--- src/rtl/alu_result_stage.sv ---
// Execute result register behind the add/sub unit: picks sum or compare bit, traps signed overflow.
// One-cycle latency; stall freezes the stage, flush kills the op, and an overflow request is held until acknowledged.
module alu_result_stage #(
  parameter int DW   = 32,
  parameter int CNTW = 16
) (
  input  logic            clk,
  input  logic            reset,
  input  logic            in_valid,
  input  logic            stall,
  input  logic            flush,
  input  logic [DW-1:0]   S,
  input  logic            z,
  input  logic            v,
  input  logic            n,
  input  logic [5:0]      ALUFun,
  input  logic            Sign,
  input  logic [DW-1:0]   pc,
  output logic            out_valid,
  output logic [DW-1:0]   out_result,
  output logic            out_wen,
  output logic            ovf_req,
  output logic [DW-1:0]   ovf_pc,
  input  logic            ovf_ack,
  output logic [CNTW-1:0] ovf_cnt
);

  typedef enum logic [0:0] {IDLE = 1'b0, REQ = 1'b1} state_t;

  state_t        state, state_nxt;
  logic          capture;
  logic          trap;
  logic          hold;
  logic          cmp_bit;
  logic          pc_load;
  logic [DW-1:0] result;
  logic          unused_fun0;

  assign unused_fun0 = ALUFun[0];

  assign capture = in_valid & ~stall & ~flush;
  assign hold    = stall & ~flush;
  assign trap    = capture & (ALUFun[5:4] == 2'b00) & Sign & v;

  // z is the "nonzero" flag, so equality is its inverse
  always_comb begin
    cmp_bit = 1'b0;
    case (ALUFun[3:1])
      3'b001:  cmp_bit = ~z;
      3'b000:  cmp_bit = z;
      3'b010:  cmp_bit = n;
      3'b110:  cmp_bit = n | ~z;
      3'b101:  cmp_bit = n;
      3'b111:  cmp_bit = ~n & z;
      default: cmp_bit = 1'b0;
    endcase
  end

  always_comb begin
    result = S;
    if (ALUFun[5:4] == 2'b11)
      result = {{(DW-1){1'b0}}, cmp_bit};
  end

  always_ff @(posedge clk or negedge reset) begin
    if (!reset)
      state <= IDLE;
    else
      state <= state_nxt;
  end

  always_comb begin
    state_nxt = state;
    case (state)
      IDLE:    if (trap) state_nxt = REQ;
      REQ:     if (ovf_ack && !trap && !hold) state_nxt = IDLE;
      default: state_nxt = IDLE;
    endcase
  end

  // A new fault only replaces the latched PC once the previous one is acknowledged
  always_comb begin
    ovf_req = (state == REQ);
    pc_load = trap & ((state == IDLE) | ovf_ack);
  end

  always_ff @(posedge clk or negedge reset) begin
    if (!reset) begin
      out_valid  <= 1'b0;
      out_wen    <= 1'b0;
      out_result <= '0;
      ovf_pc     <= '0;
      ovf_cnt    <= '0;
    end else begin
      if (flush) begin
        out_valid <= 1'b0;
        out_wen   <= 1'b0;
      end else if (!stall) begin
        out_valid <= in_valid;
        out_wen   <= in_valid & ~trap;
      end
      if (capture)
        out_result <= result;
      if (pc_load)
        ovf_pc <= pc;
      if (trap && (ovf_cnt != {CNTW{1'b1}}))
        ovf_cnt <= ovf_cnt + {{(CNTW-1){1'b0}}, 1'b1};
    end
  end

endmodule

--- config.mk ---
export PLATFORM = sky130hd
export DESIGN_NAME = alu_result_stage
export DESIGN_NICKNAME = d
export VERILOG_FILES = /design/src/rtl/alu_result_stage.sv
export SDC_FILE = /design/constraint.sdc
export NUM_CORES = 1
export LEC_CHECK = 0
export BUFFER_PORTS_ARGS = -buffer_cell sky130_fd_sc_hd__buf_2
export CAP_MARGIN = 10
export CORE_MARGIN = 2
export CORE_UTILIZATION = 35
export DETAILED_ROUTE_END_ITERATION = 16
export PLACE_DENSITY = 0.61
export SLEW_MARGIN = 20
export SYNTH_ARGS = -nofsm -noshare
export SYNTH_HDL_FRONTEND = slang
export SYNTH_SLANG_ARGS = --single-unit
export TNS_END_PERCENT = 5
--- constraint.sdc ---
create_clock -name clk -period 3.1 [get_ports clk]
set_input_delay 0.62 -clock clk [delete_from_list [all_inputs] [get_ports clk]]
set_output_delay 0.62 -clock clk [all_outputs]
set_load 0.005 [all_outputs]
==> summary.md, run 1 <==
| Metric | Value |
|---|---|
| # nets final | 542 |
| Die Y | 105 um |
| Slowest CP cell | nor4_2 |
| Filler cells | between 900 and 1000 |
| Area Growth Syn to Fin | 31.2% |
| Post-Syn Area per Cell | 12.0 um2 |
| Routed wire length | 8.26 mm |
| # rows | 37 |
| Startpoint types | register |
| Post-CTS resize count | 0 |
| DRC Markers | 0 |
| Diode count | 0 |
| Initial antenna violation count | 0 |
| Setup tns final | 0 ps |
| RSZ-0062 raised after global routing | false |
| Post-Syn Area | between 3000 and 4000 um2 |
| Lkg Pwr | 2.65 nW |
| Core box area | ~10000 um2 |
| Hold Fails Final Rpt | 0 |
| Mapped Cells | 300 |
| Die area | 11100 um2 |
| Routed Antenna Nets | 0 |
| Routability-driven placement congestion ratio | 0.740 |
| Crit path cell chain | ha_1 > nand4_1 > nor4_2 > nor2_1 > mux2_2 |
| Final setup vio count | 0 |
| #FFs+latches synth | between 80 and 90 |
| P per Cell Area | 516 nW/um2 |
| Fmax achieved | ~0.47 GHz |
| Outcome | finished clean |
| Minimum clock period | ~2100 ps |
| Worst Setup End Kind | register |
| Num CTS Buffers | 9 |
| Pre-CTS WS | 687 ps |
| Share of layout cells above drive strength 1 | 47.4% |
| Inst Count DP | just under 600 |
| Max Cap Viol | 0 |
| Die X | 105 um |
| Fin. max-slew vios | 0 |
| CTS Hold Buffers Added | 0 |
| Largest net degree at the start of global routing | 50 |
| Worst Tran Pin Value | 719 ps |
| Drt first-iter violations | 85 |
| CP Max Fanout | 9 |
| Crit-path max cell delay | 690 ps |
| Vias in the first global route | 2715 |
| Syn_nets | 381 |
| CTS sink count | 83 |
| Delay-heaviest family, CP | simple AND/OR/NAND/NOR gates |
| Clock root buffer | clkbuf_8 |
| Final clock skew | 10.5 ps |
| Asr flop ratio synth | 100% |
| DR vias | 2767 |
| Post-synth top flop | dfrtp_1 |
| Register area share after synthesis | 57.7% |
| Worst-Skew Late Latency | 350 ps |
| Drt pass-1 iters | 4 |
| Vias/cell | 4.60 |
| HP Class | in2async |
| VDD IR max | 241 uV |
| Port bufs | 161 |
| Longest Clk Path Bufs | 2 |
| Slew headroom | about half |
| H-tree depth | 3 |
| Required time of the critical path | 3340 ps |
| Top Ports | 163 |
| Postcts setup bufs | 0 |
| Worst EP arrival | 2340 ps |
| Clock slew at reported path FFs | ~90 ps |
| Total GRT Usage | 15.1% |
| Unique masters post-synth | 39 |
| First-pass GRT wire length | ~13 mm |
| Detail Placement HPWL | 5.95 mm |
| CP Class | reg2reg |
| CTS tree | yes |
| Post-synth EDFFs | 0 |
| CP Buf/Inv Count | 0 |
| Initial Util | between 30% and 40% |
| WL/cell | 13.7 um |
| Final non-filler cell total | 602 |
| Final Util | 46.6% |
| Grt total ovfl | 0 |
| Tot Pwr | 2.44 mW |
| Tcrit/Tclk final | 68.0% |
| Yosys Warn Count | 0 |
| Final setup margin | around 990 ps |
## Yosys cell counts (2+ instances only)
master,n,share of area [%]
dfrtp_1,83,58
nand2_1,69,7.2
o21ai_0,32,4.4
mux2_4,30,13
clkbuf_1,10,1.0
nand3_1,8,1.1
xnor2_1,7,1.7
xor2_1,7,1.7
nor3_1,6,0.83
buf_6,4,1.3
nand4_1,4,0.69
mux2_2,3,0.94
nand4b_1,3,0.73
nor2_1,3,0.31
a21oi_1,2,0.28
and4_1,2,0.49
and4bb_2,2,0.69
nand2b_1,2,0.35
nand3b_1,2,0.42
o31ai_1,2,0.42
## sequential cells by signal, summed over array words and instances, names as in the netlist
name	count
out_result	32
ovf_pc	32
out_valid	1
ovf_cnt	16
out_wen	1
ovf_req	1
## cells by family after synthesis
group	after synthesis	synth area share, %
simple gates	111	15.7
flops	83	57.7
compound gates	42	6.71
mux	34	13.7
buf+inv	15	2.40
xor+xnor	14	3.41
fa+ha+maj	1	0.347
## layout make-up
| class | instances | area, um2 | share of cell area, % |
|---|---|---|---|
| Sequential cell | 83 | 2080 | 44.0 |
| Multi-Input combinational cell | 202 | 1440 | 30.4 |
| Timing Repair Buffer | 164 | 843 | 17.8 |
| Tap cell | 136 | 170 | 3.60 |
| Clock buffer | 10 | 128 | 2.70 |
| Clock inverter | 6 | 66.3 | 1.40 |
| Inverter | 1 | 3.75 | 0.0794 |
## where the power goes
group / internal, mW / leakage, nW / total, mW / switching [mW]
Clock: 0.372 / 0.0885 / 0.762 / 0.390
Combinational: 0.228 / 1.46 / 0.400 / 0.172
Sequential: 1.21 / 1.10 / 1.28 / 0.0686
Total: 1.81 / 2.65 / 2.44 / 0.631
## routing by layer
| layer | global-route usage [%] | routed length [um] |
|---|---|---|
| met1 | 20.2 | 3850 |
| met5 | 0 | 0 |
| met3 | 4.76 | 634 |
| met4 | 4.57 | 87 |
| met2 | 23.4 | 3690 |
## stage by stage
| step | hold WS, ps | instance area, um2 |
|---|---|---|
| 2_1_floorplan | 324 | 3600 |
| 3_3_place_gp | 458 | 4530 |
| 3_5_place_dp | 465 | 4530 |
| 4_1_cts | 213 | 4730 |
| 5_1_grt | 225 | 4730 |
| 6_report | 212 | 4730 |
## path summary, 6_finish.rpt
kind | from | cells past startpoint | slack (ps) | endpoint
hold / removal | reset | 1 | 210 | ovf_pc[11]$_DFFE_PN0P_
max in group asynchronous | reset | 2 | 2240 | ovf_pc[24]$_DFFE_PN0P_
min in group clk | flush | 2 | 440 | out_valid$_DFFE_PN0N_
setup / recovery | ovf_cnt[0]$_DFFE_PN0P_ | 5 | 990 | ovf_cnt[1]$_DFFE_PN0P_
setup reg to reg | ovf_cnt[0]$_DFFE_PN0P_ | 5 | 990 | ovf_cnt[1]$_DFFE_PN0P_
hold reg to reg | out_result[13]$_DFFE_PN0N_ | 2 | 480 | out_result[13]$_DFFE_PN0N_
## layout by cell type, fill, tap and decap left out, types with 3 or more instances in the layout
cell / instances
nand4b_1: 3
clkinvlp_4: 3
nand2_1: 69
nor2_1: 3
mux2_2: 3
dfrtp_1: 83
xor2_1: 7
o21ai_0: 32
clkbuf_8: 9
nand3_1: 8
xnor2_1: 7
mux2_4: 30
buf_2: 160
buf_4: 3
nand4_1: 4
nor3_1: 6
Note: power is estimated with default switching activity, not from simulation.
==> inputs of run 2 (changes only) <==
--- a/config.mk
+++ b/config.mk
@@ -5,12 +5,13 @@
 export SDC_FILE = /design/constraint.sdc
 export NUM_CORES = 1
 export LEC_CHECK = 0
+export ABC_AREA = 1
 export BUFFER_PORTS_ARGS = -buffer_cell sky130_fd_sc_hd__buf_2
 export CAP_MARGIN = 10
 export CORE_MARGIN = 2
 export CORE_UTILIZATION = 35
 export DETAILED_ROUTE_END_ITERATION = 16
-export PLACE_DENSITY = 0.61
+export PLACE_DENSITY = 0.6
 export SLEW_MARGIN = 20
 export SYNTH_ARGS = -nofsm -noshare
 export SYNTH_HDL_FRONTEND = slang
==> constraint.sdc (replaced) <==
create_clock -name clk -period 2 [get_ports clk]
set_input_delay 0.4 -clock clk [delete_from_list [all_inputs] [get_ports clk]]
set_output_delay 0.4 -clock clk [all_outputs]
set_load 0.005 [all_outputs]
==> summary.md, run 2 <==
| Metric | Value |
|---|---|
| Longest Clk Path Bufs | 2 (unchanged) |
| Grt total ovfl | 0 (unchanged) |
| Mapped Cells | 466 (+55%) |
| HP Class | in2reg |
| CP Max Fanout | 15 (+6) |
| Largest net degree at the start of global routing | 50 (unchanged) |
| Share of layout cells above drive strength 1 | 33.1% (-14 points) |
| Max Cap Viol | 0 (unchanged) |
| Hold path depth | 3 |
| Most common cell after layout, fill and taps aside | nand2_1 |
| Hold EP | ovf_pc[13]$_DFFE_PN0P_ |
| Crit path cell chain | ha_1 > inv_1 > nor2_4 > nand2_4 > nor2_4 > nor2_4 > nand2_1 > nand2_1 |
| Worst Setup End Kind | register |
| Slowest CP cell | dfrtp_1 |
| Initial Util | 35.7% (+0.15 points) |
| CTS tree | yes |
| Final clock skew | 9.04 ps (-1.50 ps) |
| Post-Syn Area | 3850 um2 (+6.9%) |
| Routed wire length | 9.71 mm (+18%) |
| Final setup vio count | 0 (unchanged) |
| Outcome | finished clean |
| Port bufs | 161 (unchanged) |
| Largest regs | out_result x32, ovf_pc x32, ovf_cnt x16 |
| CTS sink count | 83 (unchanged) |
| Most frequent cells in the layout | nand2_1 (203), buf_2 (160), dfrtp_1 (83) |
| DRC Markers | 0 (unchanged) |
| Area Growth Syn to Fin | 29.7% |
| # nets final | 708 (+31%) |
| Final Util | 46.3% (-0.33 points) |
| Most frequent cell after synthesis | nand2_1 |
| First-pass GRT wire length | 15.7 mm (+17%) |
| CP Class | reg2reg |
| Cell Area, Placed | 4770 um2 (+5.3%) |
| Post-synth EDFFs | 0 (unchanged) |
| Fin. max-slew vios | 0 (unchanged) |
| Vias/cell | 4.57 (-0.63%) |
| Drt pass-1 iters | 4 (unchanged) |
| Register area share after synthesis | 53.9% (-3.7 points) |
| Fmax achieved | 0.599 GHz (+26%) |
| Drt first-iter violations | 164 (+93%) |
| Num CTS Buffers | 9 (unchanged) |
| Yosys Warn Count | 0 (unchanged) |
| DR vias | 3526 (+27%) |
| Die X | 109 um (+3.3%) |
| Reg2reg end | ovf_cnt[0]$_DFFE_PN0P_ |
| Required time of the critical path | 2290 ps (-1050 ps) |
| Worst-Skew Late Latency | 350 ps (about the same) |
| Detail Placement HPWL | 7.30 mm (+23%) |
| Hold_sp | pc[13] |
| Minimum clock period | 1670 ps (-438 ps) |
| Finished Cell Area | 4990 um2 (+5.7%) |
| Worst reg2reg startpoint | ovf_cnt[1]$_DFFE_PN0P_ |
| Area contributors post-synth | dfrtp_1 (54%), nand2_1 (20%), nand3_1 (5.3%) |
| Unique masters post-synth | 23 (-41%) |
| Delay-heaviest family, CP | simple AND/OR/NAND/NOR gates |
| Top Ports | 163 (unchanged) |
| Lkg Pwr | 2.86 nW (+7.9%) |
| Die area | 11900 um2 (+6.7%) |
| Filler cells | 1126 (+19%) |
| Asr flop ratio synth | 100% (unchanged) |
| Tcrit/Tclk final | 83.5% (+16 points) |
| Cell mode on critical path | nor2_4 |
| Reg2reg path depth | 8 (+3) |
| Clock slew at reported path FFs | 80 ps (about the same) |
| Core box area | 10800 um2 (+6.5%) |
| Routed Antenna Nets | 0 (unchanged) |
| RSZ-0062 raised after global routing | false |
| Worst Tran Pin Value | 569 ps (-150 ps) |
| Crit-path max cell delay | 430 ps (-260 ps) |
| Clock root buffer | clkbuf_8 |
| Diode count | 0 (unchanged) |
| WL/cell | 12.6 um (-8.3%) |
| Routability-driven placement congestion ratio | 0.795 (+7.4%) |
| CP Buf/Inv Count | 1 (+1) |
| Startpoint types | register |
| Hold Fails Final Rpt | 0 (unchanged) |
| P per Cell Area | 765 nW/um2 (+48%) |
| Top-area cell type share of the netlist area | 53.9% (-3.7 points) |
| Most frequent cells after synthesis | nand2_1 (204), dfrtp_1 (83), nand3_1 (41) |
| Worst R2R Setup Slack | 330 ps (-660 ps) |
| Worst EP arrival | 1960 ps (-380 ps) |
| Post-synth top flop | dfrtp_1 |
| Setup tns final | 0 ps (unchanged) |
| Slew headroom | 61.9% (+10 points) |
| Initial antenna violation count | 0 (unchanged) |
| Post-Syn Area per Cell | 8.26 um2 (-31%) |
| # rows | 38 (+2.7%) |
| H-tree depth | 3 (unchanged) |
| Leading area contributor after synthesis | dfrtp_1 |
| #FFs+latches synth | 83 (unchanged) |
| VDD IR max | 402 uV (+67%) |
| Total GRT Usage | 16.8% (+1.7 points) |
| Vias in the first global route | 3344 (+23%) |
| Die Y | 109 um (+3.3%) |
| Syn_nets | 547 (+44%) |
==> run 2: cell count changes in the layout (fill, tap and decap cells not counted), sizes merged, moves of 4 or more <==
cell   change
nand2    +149
mux2      -33
nand3     +33
nor2      +23
inv       +17
buf        +6
nor3       -5
o21ai      +5
xor2       -4
==> run 2: kinds of logic after synthesis <==
group | share of synthesized area (%)
xor gates and xnor gates | 1.59
buffers and inverters | 5.49
and+or+nand+nor | 32.9
DFF | 53.9
AOI/OAI and AO/OA | 5.75
adders and majority gates | 0.325
==> run 2: how the worst max path moves through the flow <==
stage,startpoint,to,slack (ps),cells after the start
CTS,ovf_cnt[1]$_DFFE_PN0P_,ovf_cnt[0]$_DFFE_PN0P_,320,8
global route,ovf_cnt[1]$_DFFE_PN0P_,ovf_cnt[2]$_DFFE_PN0P_,180,8
detailed placement,ALUFun[5],ovf_pc[0]$_DFFE_PN0P_,250,7
floorplan,ovf_cnt[0]$_DFFE_PN0P_,ovf_cnt[5]$_DFFE_PN0P_,520,9
finish,ovf_cnt[1]$_DFFE_PN0P_,ovf_cnt[0]$_DFFE_PN0P_,330,8
global placement,ALUFun[5],ovf_pc[8]$_DFFE_PN0P_,320,7
==> run 2: routing by layer <==
layer  wire, um  track usage (%)  vias to the layer above
li1           -                -                     1794
met4        140             5.77                        0
met5          0                0                        -
met2       4430             27.1                      116
met3        808             5.08                       11
met1       4340             21.4                     1605
==> run 2: worst register-to-register path, delay by kind of cell (launching register included) <==
kind | cells | cell delay, ps
simple gates | 6 | 810
flops | 1 | 430
fa+ha+maj | 1 | 260
buf+inv | 1 | 110
==> run 2: final cells by class <==
type	instances	area, um2	share of cell area [%]
clock buffers	11	151	3.03
clock inverters	5	61.3	1.23
inverters	18	67.6	1.35
multi-input cells	344	1560	31.3
flip-flops and latches	83	2080	41.6
well taps	140	175	3.51
repair buffers	171	898	18.0
==> run 2: report_power, final <==
part / switching (mW) / internal (mW) / total [mW]
Sequential: 0.0990 / 1.87 / 1.97
Combinational: 0.300 / 0.287 / 0.587
Clock: 0.615 / 0.650 / 1.27
Total: 1.01 / 2.80 / 3.82
==> run 2: per-stage QoR <==
stage / std cells / hold slack [ps] / worst slack (ps) / total power [mW]
finish: 772 / 275 / 330 / 3.82
global route: 772 / 270 / 175 / 4.07
CTS: 772 / 256 / 320 / 3.89
detailed placement: 755 / 356 / 250 / 2.60
global placement: 755 / 357 / 318 / 2.58
floorplan: 466 / 104 / 519 / 2.22
==> run 2: repair_timing <==
| item | CTS | global route |
|---|---|---|
| resized for setup | 0 | 0 |
| endpoints found under the hold margin | 28 | 0 |
| hold buffers | 1 | 0 |
| setup buffers | 0 | 0 |
